**config.mk**
```make
export PLATFORM = sky130hd
export DESIGN_NAME = regfile_be
export DESIGN_NICKNAME = d
export VERILOG_FILES = /design/src/rtl/regfile_be.sv
export SDC_FILE = /design/constraint.sdc
export NUM_CORES = 1
export LEC_CHECK = 0
export CAP_MARGIN = 20
export CORE_MARGIN = 2
export CORE_UTILIZATION = 45
export CTS_BUF_LIST = sky130_fd_sc_hd__clkbuf_4 sky130_fd_sc_hd__clkbuf_8
export DETAILED_ROUTE_END_ITERATION = 8
export PLACE_DENSITY = 0.72
export SLEW_MARGIN = 20
export SYNTH_ARGS = -nofsm -noshare
export SYNTH_HDL_FRONTEND = slang
export SYNTH_SLANG_ARGS = --single-unit
```
**constraint.sdc**
```tcl
create_clock -name clk -period 2.8 [get_ports clk]
set_input_delay 0.56 -clock clk [delete_from_list [all_inputs] [get_ports clk]]
set_output_delay 0.56 -clock clk [all_outputs]
set_load 0.01 [all_outputs]
```
**src/rtl/regfile_be.sv**
```systemverilog
// regfile_be -- 2**ADDR_W x WIDTH register file with per-byte write enables.
//
// Ports:
//   clk              rising-edge clock; the only source of state change
//   rst              synchronous active-high reset: data <= RESET_VAL, valid <= 0
//   set              synchronous active-high preset: data <= all-ones, valid <= 1
//   we/waddr/wbe/wdata  write port; wbe[i] enables byte lane wdata[8i+7:8i]
//   raddr0/rdata0/rvalid0  combinational read port 0
//   raddr1/rdata1/rvalid1  combinational read port 1
//
// Edge priority is rst > set > write. A write with wbe == 0 changes nothing,
// including the valid bit. With BYPASS=1 a qualifying write is forwarded
// (byte-merged with the stored entry) to any read port addressing it in the
// same cycle; forwarding is off while rst or set is asserted.

module regfile_be #(
  parameter int unsigned          WIDTH     = 32,
  parameter int unsigned          ADDR_W    = 3,
  parameter logic [WIDTH-1:0]     RESET_VAL = '0,
  parameter bit                   BYPASS    = 1'b1
) (
  input  logic                    clk,
  input  logic                    rst,
  input  logic                    set,
  input  logic                    we,
  input  logic [ADDR_W-1:0]       waddr,
  input  logic [WIDTH/8-1:0]      wbe,
  input  logic [WIDTH-1:0]        wdata,
  input  logic [ADDR_W-1:0]       raddr0,
  output logic [WIDTH-1:0]        rdata0,
  output logic                    rvalid0,
  input  logic [ADDR_W-1:0]       raddr1,
  output logic [WIDTH-1:0]        rdata1,
  output logic                    rvalid1
);

  localparam int unsigned NB    = WIDTH / 8;
  localparam int unsigned DEPTH = 2 ** ADDR_W;

  logic [WIDTH-1:0] mem [DEPTH];
  logic [DEPTH-1:0] valid;

  // Byte-enable vector expanded to a bit mask so merges are a simple and/or.
  logic [WIDTH-1:0] bmask;
  logic             wr_any;
  logic             fwd_en;

  for (genvar b = 0; b < NB; b++) begin : g_mask
    assign bmask[8*b +: 8] = {8{wbe[b]}};
  end

  assign wr_any = we && (|wbe);
  assign fwd_en = BYPASS && wr_any && !rst && !set;

  // One register process per entry keeps every index a constant.
  for (genvar e = 0; e < DEPTH; e++) begin : g_entry
    always_ff @(posedge clk) begin
      if (rst) begin
        mem[e]   <= RESET_VAL;
        valid[e] <= 1'b0;
      end else if (set) begin
        mem[e]   <= '1;
        valid[e] <= 1'b1;
      end else if (wr_any && (waddr == ADDR_W'(e))) begin
        mem[e]   <= (mem[e] & ~bmask) | (wdata & bmask);
        valid[e] <= 1'b1;
      end
    end
  end

  always_comb begin
    rdata0  = mem[raddr0];
    rvalid0 = valid[raddr0];
    if (fwd_en && (raddr0 == waddr)) begin
      rdata0  = (mem[raddr0] & ~bmask) | (wdata & bmask);
      rvalid0 = 1'b1;
    end
  end

  always_comb begin
    rdata1  = mem[raddr1];
    rvalid1 = valid[raddr1];
    if (fwd_en && (raddr1 == waddr)) begin
      rdata1  = (mem[raddr1] & ~bmask) | (wdata & bmask);
      rvalid1 = 1'b1;
    end
  end

endmodule

```
==> results.toml, run 1 <==
[floorplan]
die_w_um = 187.3
fp.dieH_um = 187.3
core_um2 = 33280
io-pin-count = 115
design.die.area_um2 = 35080
start_util_pct = 45.42
row_count = 67

[setup_path]
arrival_ps = 2350
worst_ep_required_time_ps = 2240
crit_slowest_cell = "or4_4"
cp_max_fo = 6
critPathLaunchType = "primary input"
cpPeakStageDelay_ps = 560
cp-end-kind = "output port"
path_cells = "buf_6, or3b_4, or4_4, buf_12, buf_12, o32ai_2, buf_2"
cpMostUsedCell = "buf_12"
criticalPathCategory = "primary input to output port"

[clock_tree]
cts_buffers = 42
cts_tree = "yes"
cts_num_sinks = 264
cts-root-buf = "clkbuf_8"
cts.clk_slew.worst_paths_ps = 60
clock_latency_ps = 570
htreeDepth = 2
clk_path_buf_depth = 3

[logic_synthesis]
ys_seq_area_share_pct = 51.91
synth_most_common_cell = "edfxtp_1"
ys_top_cells_by_count = "edfxtp_1 (256), o21ai_0 (225), mux4_2 (132)"
synth_area_leaders = "edfxtp_1 (51%), mux4_2 (20%), o21ai_0 (7.4%)"
dominantRegCellSynth = "edfxtp_1"
synth_nets = 1123
ys_seq_elements = 264
syn_avg_cell_area_um2 = 14.08
synth_cells = 1074
synth_enable_flop_cells = 256
yosysWarningCount = 0
yosysTopAreaCell = "edfxtp_1"
async_flop_share_pct = 0
netlist.area_leader.share_pct = 50.85
yosysUniqueCellTypes = 39
syn_area_um2 = 15120

[cells_and_area]
area_growth_syn_to_layout_pct = 30.75
drive_gt1_share_pct = 45.53
n_antenna_cell = 0
final_cells = 1812
final_nets = 1380

[sta]
setup_ws_ps = -109.0
hold_viol = 0
final-setup-viol-count = 29
finalCritPeriodShare_pct = 103.9
fin_crit_ps = 2909
fmax_mhz = 343.8
maxSlewViolCount = 0
hold_slack_ps = 418.1
setup_tns_ps = -1942
worst_slew_pin_slew_ps = 560.8
rsz0062_at_grt = "true"
relSlewSlack_pct = 62.61
skew_ps = 0

[global_route]
grt_pass1_wl_mm = 74.26
grt_antenna_before_repair = 0
grt_max_degree = 60
gr-total-overflow = 0
track_usage_pct = 28.13
grt_pass1_vias = 12170

[placement]
dp_hpwl_mm = 31.54
dpl_worst_slack_ps = -925.5
io_buffer_count = 114
gp_congestion = 0.9047
place_inst = 1682

[route]
drt_iter0_drc = 1632
wl_per_cell_um = 27.35
drc_errors = 0
dr_total_vias = 11790
avgViaCountPerCell = 6.509
drt_wl_total_mm = 49.56
drt_pass1_iterations = 6
route.antenna.remaining_nets = 0

[outcome]
violations = "negative setup slack"
status = "finished with violations"

[min_path]
hold_class = "primary input to flip-flop"

[pwr]
pwr_density_cell_nw_per_um2 = 533.7
p_total_mw = 10.55
vdd_drop_max_mv = 0.3430
power.leakage_nw = 7.462

[job]
cap_violations = 0
[through the flow]
step | util [%] | area (um2)
global placement | 54.77 | 18230
CTS | 58.99 | 19630
detailed placement | 54.77 | 18230
floorplan | - | 15190
finish | 59.39 | 19770
global route | 59.39 | 19770
[power by group]
| group | switching (mW) | internal, mW | total (mW) | leakage, nW |
|---|---|---|---|---|
| Clock | 1.59 | 1.73 | 3.33 | 0.448 |
| Sequential | 0.208 | 4.77 | 4.97 | 2.78 |
| Combinational | 1.06 | 1.19 | 2.25 | 4.23 |
| Total | 2.86 | 7.69 | 10.5 | 7.46 |
[cell families (layout without fill, tap and decap cells)]
group / after synthesis / in the layout / share of synthesized area, %
simple gates: 120 / 120 / 4.494
mux: 235 / 235 / 27.08
flops: 264 / 264 / 51.91
compound gates: 325 / 325 / 12.80
buf+inv: 124 / 414 / 3.360
xor+xnor: 6 / 6 / 0.3477
[critical path, delay by kind of cell]
| kind | cells | cell delay [ps] |
|---|---|---|
| AND/OR/NAND/NOR | 2 | 960 |
| buffers and inverters | 4 | 600 |
| AO/OA/AOI/OAI | 1 | 210 |
[routing by layer]
metal / GRT usage [%] / vias up / routed length [um]
li1: - / 4948 / -
met1: 35.04 / 5916 / 17640
met2: 47.57 / 790 / 24680
met3: 5.760 / 140 / 5164
met4: 12.64 / 0 / 2077
met5: 0 / - / 0
[path summary, 6_finish.rpt]
kind	start	end	slack, ps	cells past startpoint
min reg2reg	valid[7]$_SDFFE_PP0P_	valid[7]$_SDFFE_PP0P_	530	2
max reg2reg	mem[4][26]$_SDFFCE_PN0P_	mem[4][26]$_SDFFCE_PN0P_	1650	4
max	rst	rdata0[0]	-110	7
min	rst	valid[1]$_SDFFE_PP0P_	420	3
[layout make-up]
class	count	area, um2
clock buffer	56	695.7
clock inverter	21	136.4
fill	2546	13520
inverter	2	7.507
multi-input combinational	686	7258
sequential	264	7848
tap	448	560.5
timing repair buffer	335	3259
[what timing repair did]
item,4_1_cts,5_1_grt
cloned,6,0
hold buffers,0,0
gates resized for setup,332,27
endpoints found under the setup margin,66,51
hold endpoints to repair,0,0
buffers inserted,39,9
pin swaps,32,6
[cells in the final DEF (no fill, tap or decap), types with 13 or more instances in the layout]
cell	count
nand2_1	33
mux2i_1	30
a41oi_1	31
a21o_1	28
nand2b_1	31
buf_2	60
clkdlybuf4s50_1	32
mux4_2	132
edfxtp_1	256
o32ai_2	19
nand3_1	13
buf_4	156
buf_12	51
o21ai_0	224
mux2_2	66
clkbuf_8	44
(Power assumes the default switching activity.)
==> run 2: changes to the inputs <==
- CORE_UTILIZATION: 45 -> 35
- PLACE_DENSITY: 0.72 -> 0.59
==> results.toml, run 2 (same netlist as run 1, synthesis figures left out) <==
[outcome]
status = "finished with violations"
violations = "negative setup slack"

[sta]
maxSlewViolCount = 0
worst_slew_pin_slew_ps = 696.6
fmax_mhz = 342.2
fin_crit_ps = 2923
final-setup-viol-count = 16
hold_slack_ps = 441.5
skew_ps = 0
relSlewSlack_pct = 53.21
rsz0062_at_grt = "true"
setup_ws_ps = -122.7
finalCritPeriodShare_pct = 104.4
hold_viol = 0

[floorplan]
die_w_um = 211.8
io-pin-count = 115
design.die.area_um2 = 44870
fp.dieH_um = 211.8
core_um2 = 42890
row_count = 76
start_util_pct = 35.25

[clock_tree]
clk_path_buf_depth = 3
cts-root-buf = "clkbuf_8"
htreeDepth = 2
clock_latency_ps = 550
cts_buffers = 44
cts.clk_slew.worst_paths_ps = 60
cts_tree = "yes"
cts_num_sinks = 264

[global_route]
gr-total-overflow = 0
met3_usage_pct = 5.251
grt_use_met1_pct = 30.23
grt_pass1_wl_mm = 76.87
grt_max_degree = 53
grt_pass1_vias = 11750
grt_antenna_before_repair = 0
top_usage_layer = "met2"
track_usage_pct = 23.44
grt_util_met2_pct = 38.27

[cells_and_area]
n_antenna_cell = 0
layout_common_cells = "edfxtp_1 (256), o21ai_0 (224), buf_4 (156)"
utilization_pct = 47.76
final_nets = 1400
layout_commonest_cell = "edfxtp_1"
area_growth_syn_to_layout_pct = 35.48
fin_area_um2 = 20480
drive_gt1_share_pct = 45.57

[placement]
dpl_cell_area_um2 = 18340
dp_hpwl_mm = 33.22
io_buffer_count = 114
gp_congestion = 0.8346

[pwr]
pwr_density_cell_nw_per_um2 = 535.4
vdd_drop_max_mv = 0.2599
power.leakage_nw = 7.807

[route]
drt_iter0_drc = 1007
drt_wl_total_mm = 53.27
drc_errors = 0
avgViaCountPerCell = 5.913
dr_total_vias = 11660
drt_pass1_iterations = 5
route.antenna.remaining_nets = 0
wl_per_cell_um = 27.01

[setup_path]
r2r_start = "mem[4][15]$_SDFFCE_PN0P_"
cp_max_fo = 6
arrival_ps = 2360
critPathLaunchType = "primary input"
crit_slowest_cell = "or4_4"
cp-end-kind = "output port"
cpPeakStageDelay_ps = 500
cpMostUsedCell = "buf_8"
path_cells = "buf_8, or3b_4, or4_4, buf_6, buf_12, buf_8, o32ai_4, buf_2"
criticalPathCategory = "primary input to output port"
cp-startpoint = "rst"
worst_ep_required_time_ps = 2240

[min_path]
holdCritStartpoint = "rst"
hold_class = "primary input to flip-flop"

[job]
cap_violations = 0
run 2: changes by cell type in the layout (fill, tap and decap cells not counted), sizes merged:
| cell | before | now |
|---|---|---|
| clkbuf | 65 | 82 |
| clkinvlp | 1 | 4 |
| dlygate4sd2 | 5 | 3 |
| bufinv | 1 | 3 |
| dlymetal6s2s | 0 | 12 |
| clkinv | 17 | 14 |
| clkdlybuf4s15 | 3 | 1 |
| inv | 4 | 2 |
| buf | 286 | 284 |
run 2: final timing paths:
| check | endpoint | slack [ps] | depth (start not counted) |
|---|---|---|---|
| min | valid[5]$_SDFFE_PP0P_ | 440 | 4 |
| max | rdata0[8] | -120 | 8 |
| max reg2reg | mem[4][15]$_SDFFCE_PN0P_ | 1670 | 4 |
| min reg2reg | valid[4]$_SDFFE_PP0P_ | 530 | 2 |
run 2: per-stage QoR:
stage,instances,TNS [ps],power [mW],worst slack [ps]
floorplan,1074,-1723,6.205,-86.46
global placement,1811,-138470,7.235,-1020
detailed placement,1811,-140300,7.279,-1050
CTS,1928,-7993,10.88,-334.0
global route,1972,-1653,11.37,-166.1
finish,1972,-839.7,10.96,-122.7
run 2: metal layers:
layer  wire length, um  up-vias
met2             26050      597
met3              4613      111
met5                 0        -
li1                  -     4984
met4              1834        0
met1             20780     5969
run 2: area by class of cell:
type / count / area [um2]
clock inverters: 21 / 177.7
multi-input cells: 686 / 7286
clock buffers: 61 / 739.5
fillers: 3753 / 22410
repair buffers: 353 / 3691
well taps: 585 / 732.0
flip-flops and latches: 264 / 7848
inverters: 2 / 7.507
run 2: power by group:
| group | internal, mW | leakage, nW | switching [mW] |
|---|---|---|---|
| sequential | 4.77 | 2.78 | 0.202 |
| combinational | 1.31 | 4.55 | 1.10 |
| clock | 1.99 | 0.471 | 1.59 |
run 2: repair_timing:
action | CTS | global route
resized for setup | 280 | 91
cloned | 5 | 6
setup buffers | 31 | 41
setup endpoints to repair | 66 | 57
hold buffers | 0 | 0
pin swaps | 30 | 8
run 2: worst max-delay path: cells and delay by family:
kind / cells / cell delay (ps)
buffers and inverters: 5 / 700
and+or+nand+nor: 2 / 910
AOI/OAI and AO/OA: 1 / 180
==> run 3: changes to the inputs <==
- PLACE_DENSITY: 0.59 -> 0.57
- clock period: 2.8 -> 3.38 ns (I/O delays scaled with it)
==> results.toml, run 3 (same netlist as run 1, synthesis figures left out) <==
[clock_tree]
clock_latency_ps = 560
cts_buffers = 46
cts.clk_slew.worst_paths_ps = 60
cts_tree = "yes"
htreeDepth = 2
cts-root-buf = "clkbuf_8"
clk_path_buf_depth = 3
cts_num_sinks = 264

[cells_and_area]
fillers = 3881
multi_input_area_um2 = 6980
seq_area_um2 = 7848
layout_commonest_cell = "edfxtp_1"
layout_common_cells = "edfxtp_1 (256), o21ai_0 (224), buf_4 (143)"
area_growth_syn_to_layout_pct = 26.30
drive_gt1_share_pct = 38.58
fin_area_um2 = 19090
final_nets = 1336

[setup_path]
reg2reg_slack_ps = 2450
cp-end-kind = "output port"
arrival_ps = 2650
path_cells = "clkdlybuf4s50_1, buf_6, nor4_4, buf_4, o31ai_1, clkdlybuf4s50_1"
r2r_start = "mem[4][16]$_SDFFCE_PN0P_"
crit_slowest_cell = "clkdlybuf4s50_1"
criticalPathCategory = "primary input to output port"
cpPeakStageDelay_ps = 610
worst_ep_required_time_ps = 2700
cpMostUsedCell = "clkdlybuf4s50_1"
critPathLaunchType = "primary input"
rr_endpoint = "mem[4][16]$_SDFFCE_PN0P_"
cp_max_fo = 8
reg2regPathDepth = 2

[sta]
finalCritPeriodShare_pct = 98.33
final-setup-viol-count = 0
rsz0062_at_grt = "false"
skew_ps = 0
setup_ws_ps = 56.31
maxSlewViolCount = 0
hold_viol = 0
worst_slew_pin_slew_ps = 616.5
fin_crit_ps = 3324
relSlewSlack_pct = 58.37
fmax_mhz = 300.9

[pwr]
vdd_drop_max_mv = 0.2652
power.leakage_nw = 7.102
p_total_mw = 8.890
pwr_density_cell_nw_per_um2 = 465.6

[placement]
dpl_cell_area_um2 = 17910
io_buffer_count = 114
dpl_worst_slack_ps = -614.8
gp_congestion = 0.8385
dp_hpwl_mm = 33.01

[route]
avgViaCountPerCell = 5.920
dr_total_vias = 11300
drt_iter0_drc = 1038
drc_errors = 0
route.antenna.remaining_nets = 0
drt_pass1_iterations = 6
drt_wl_total_mm = 50.16
wl_per_cell_um = 26.29

[floorplan]
fp.dieH_um = 211.8
design.die.area_um2 = 44870
io-pin-count = 115
core_um2 = 42890
die_w_um = 211.8
start_util_pct = 35.25
row_count = 76

[min_path]
hold_end = "valid[1]$_SDFFE_PP0P_"
holdCritStartpoint = "valid[1]$_SDFFE_PP0P_"
min_path_cells = 2
hold_class = "flip-flop to flip-flop"

[global_route]
gr-total-overflow = 0
grt_pass1_wl_mm = 74.21
track_usage_pct = 22.52
grt_pass1_vias = 11280
grt_max_degree = 78
grt_antenna_before_repair = 0

[outcome]
status = "finished clean"

[job]
cap_violations = 0
## run 3: changes by cell type in the layout (fill, tap and decap cells not counted), sizes merged
cell / before / now
clkdlybuf4s50: 32 / 41
clkinvlp: 4 / 0
dlygate4sd2: 3 / 26
clkinv: 14 / 23
clkbuf: 82 / 57
clkdlybuf4s15: 1 / 5
diode: 0 / 1
buf: 284 / 207
dlymetal6s2s: 12 / 8
## run 3: final cells by class
| type | instances | area share [%] |
|---|---|---|
| Antenna cell | 1 | 0.01311 |
| Clock buffer | 57 | 3.814 |
| Clock inverter | 26 | 1.114 |
| Inverter | 2 | 0.03932 |
| Multi-Input combinational cell | 686 | 36.56 |
| Sequential cell | 264 | 41.10 |
| Tap cell | 585 | 3.834 |
| Timing Repair Buffer | 287 | 13.53 |
## run 3: how the worst max path moves through the flow
stage               from         end  slack (ps)  cells past startpoint
4_1_cts              set  rdata0[31]         -90                      8
3_3_place_gp          we  rdata0[13]        -550                      6
3_5_place_dp          we  rdata0[13]        -610                      6
6_report          wbe[1]     rvalid1          60                      6
2_1_floorplan  raddr1[0]  rdata1[27]         260                      6
5_1_grt           wbe[3]  rdata1[27]         0.4                      9
## run 3: routing by layer
layer	track usage, %	vias up	wire [um]
li1	-	4858	-
met1	31.85	5863	21610
met2	36.34	491	23900
met3	2.997	83	3331
met4	6.654	0	1324
met5	0	-	0
## run 3: power breakdown
group,switching [mW],internal (mW),leakage (nW),total [mW]
sequential,0.170,3.95,2.78,4.12
combinational,0.833,0.911,3.82,1.74
clock,1.37,1.66,0.497,3.03
## run 3: worst max-delay path: cells and delay by family
family                 cells  cell delay [ps]
and+or+nand+nor            1               70
buffers and inverters      4             1610
AOI/OAI and AO/OA          1              280
## run 3: timing repair
item / 4_1_cts / 5_1_grt
endpoints found under the setup margin: 66 / 39
gates resized for setup: 185 / 20
pin swaps: 3 / 6
setup buffers: 11 / 5
hold buffers: 0 / 0
## run 3: through the flow
step	cells	hold WS [ps]	utilization, %	TNS, ps
final	1908	531.4	44.52	0
after global routing	1907	555.2	44.52	0
after CTS	1902	524.8	44.30	-1072
after detailed placement	1808	516.5	41.76	-26540
after global placement	1808	512.2	41.76	-26260
after floorplan	1074	495.5	-	0
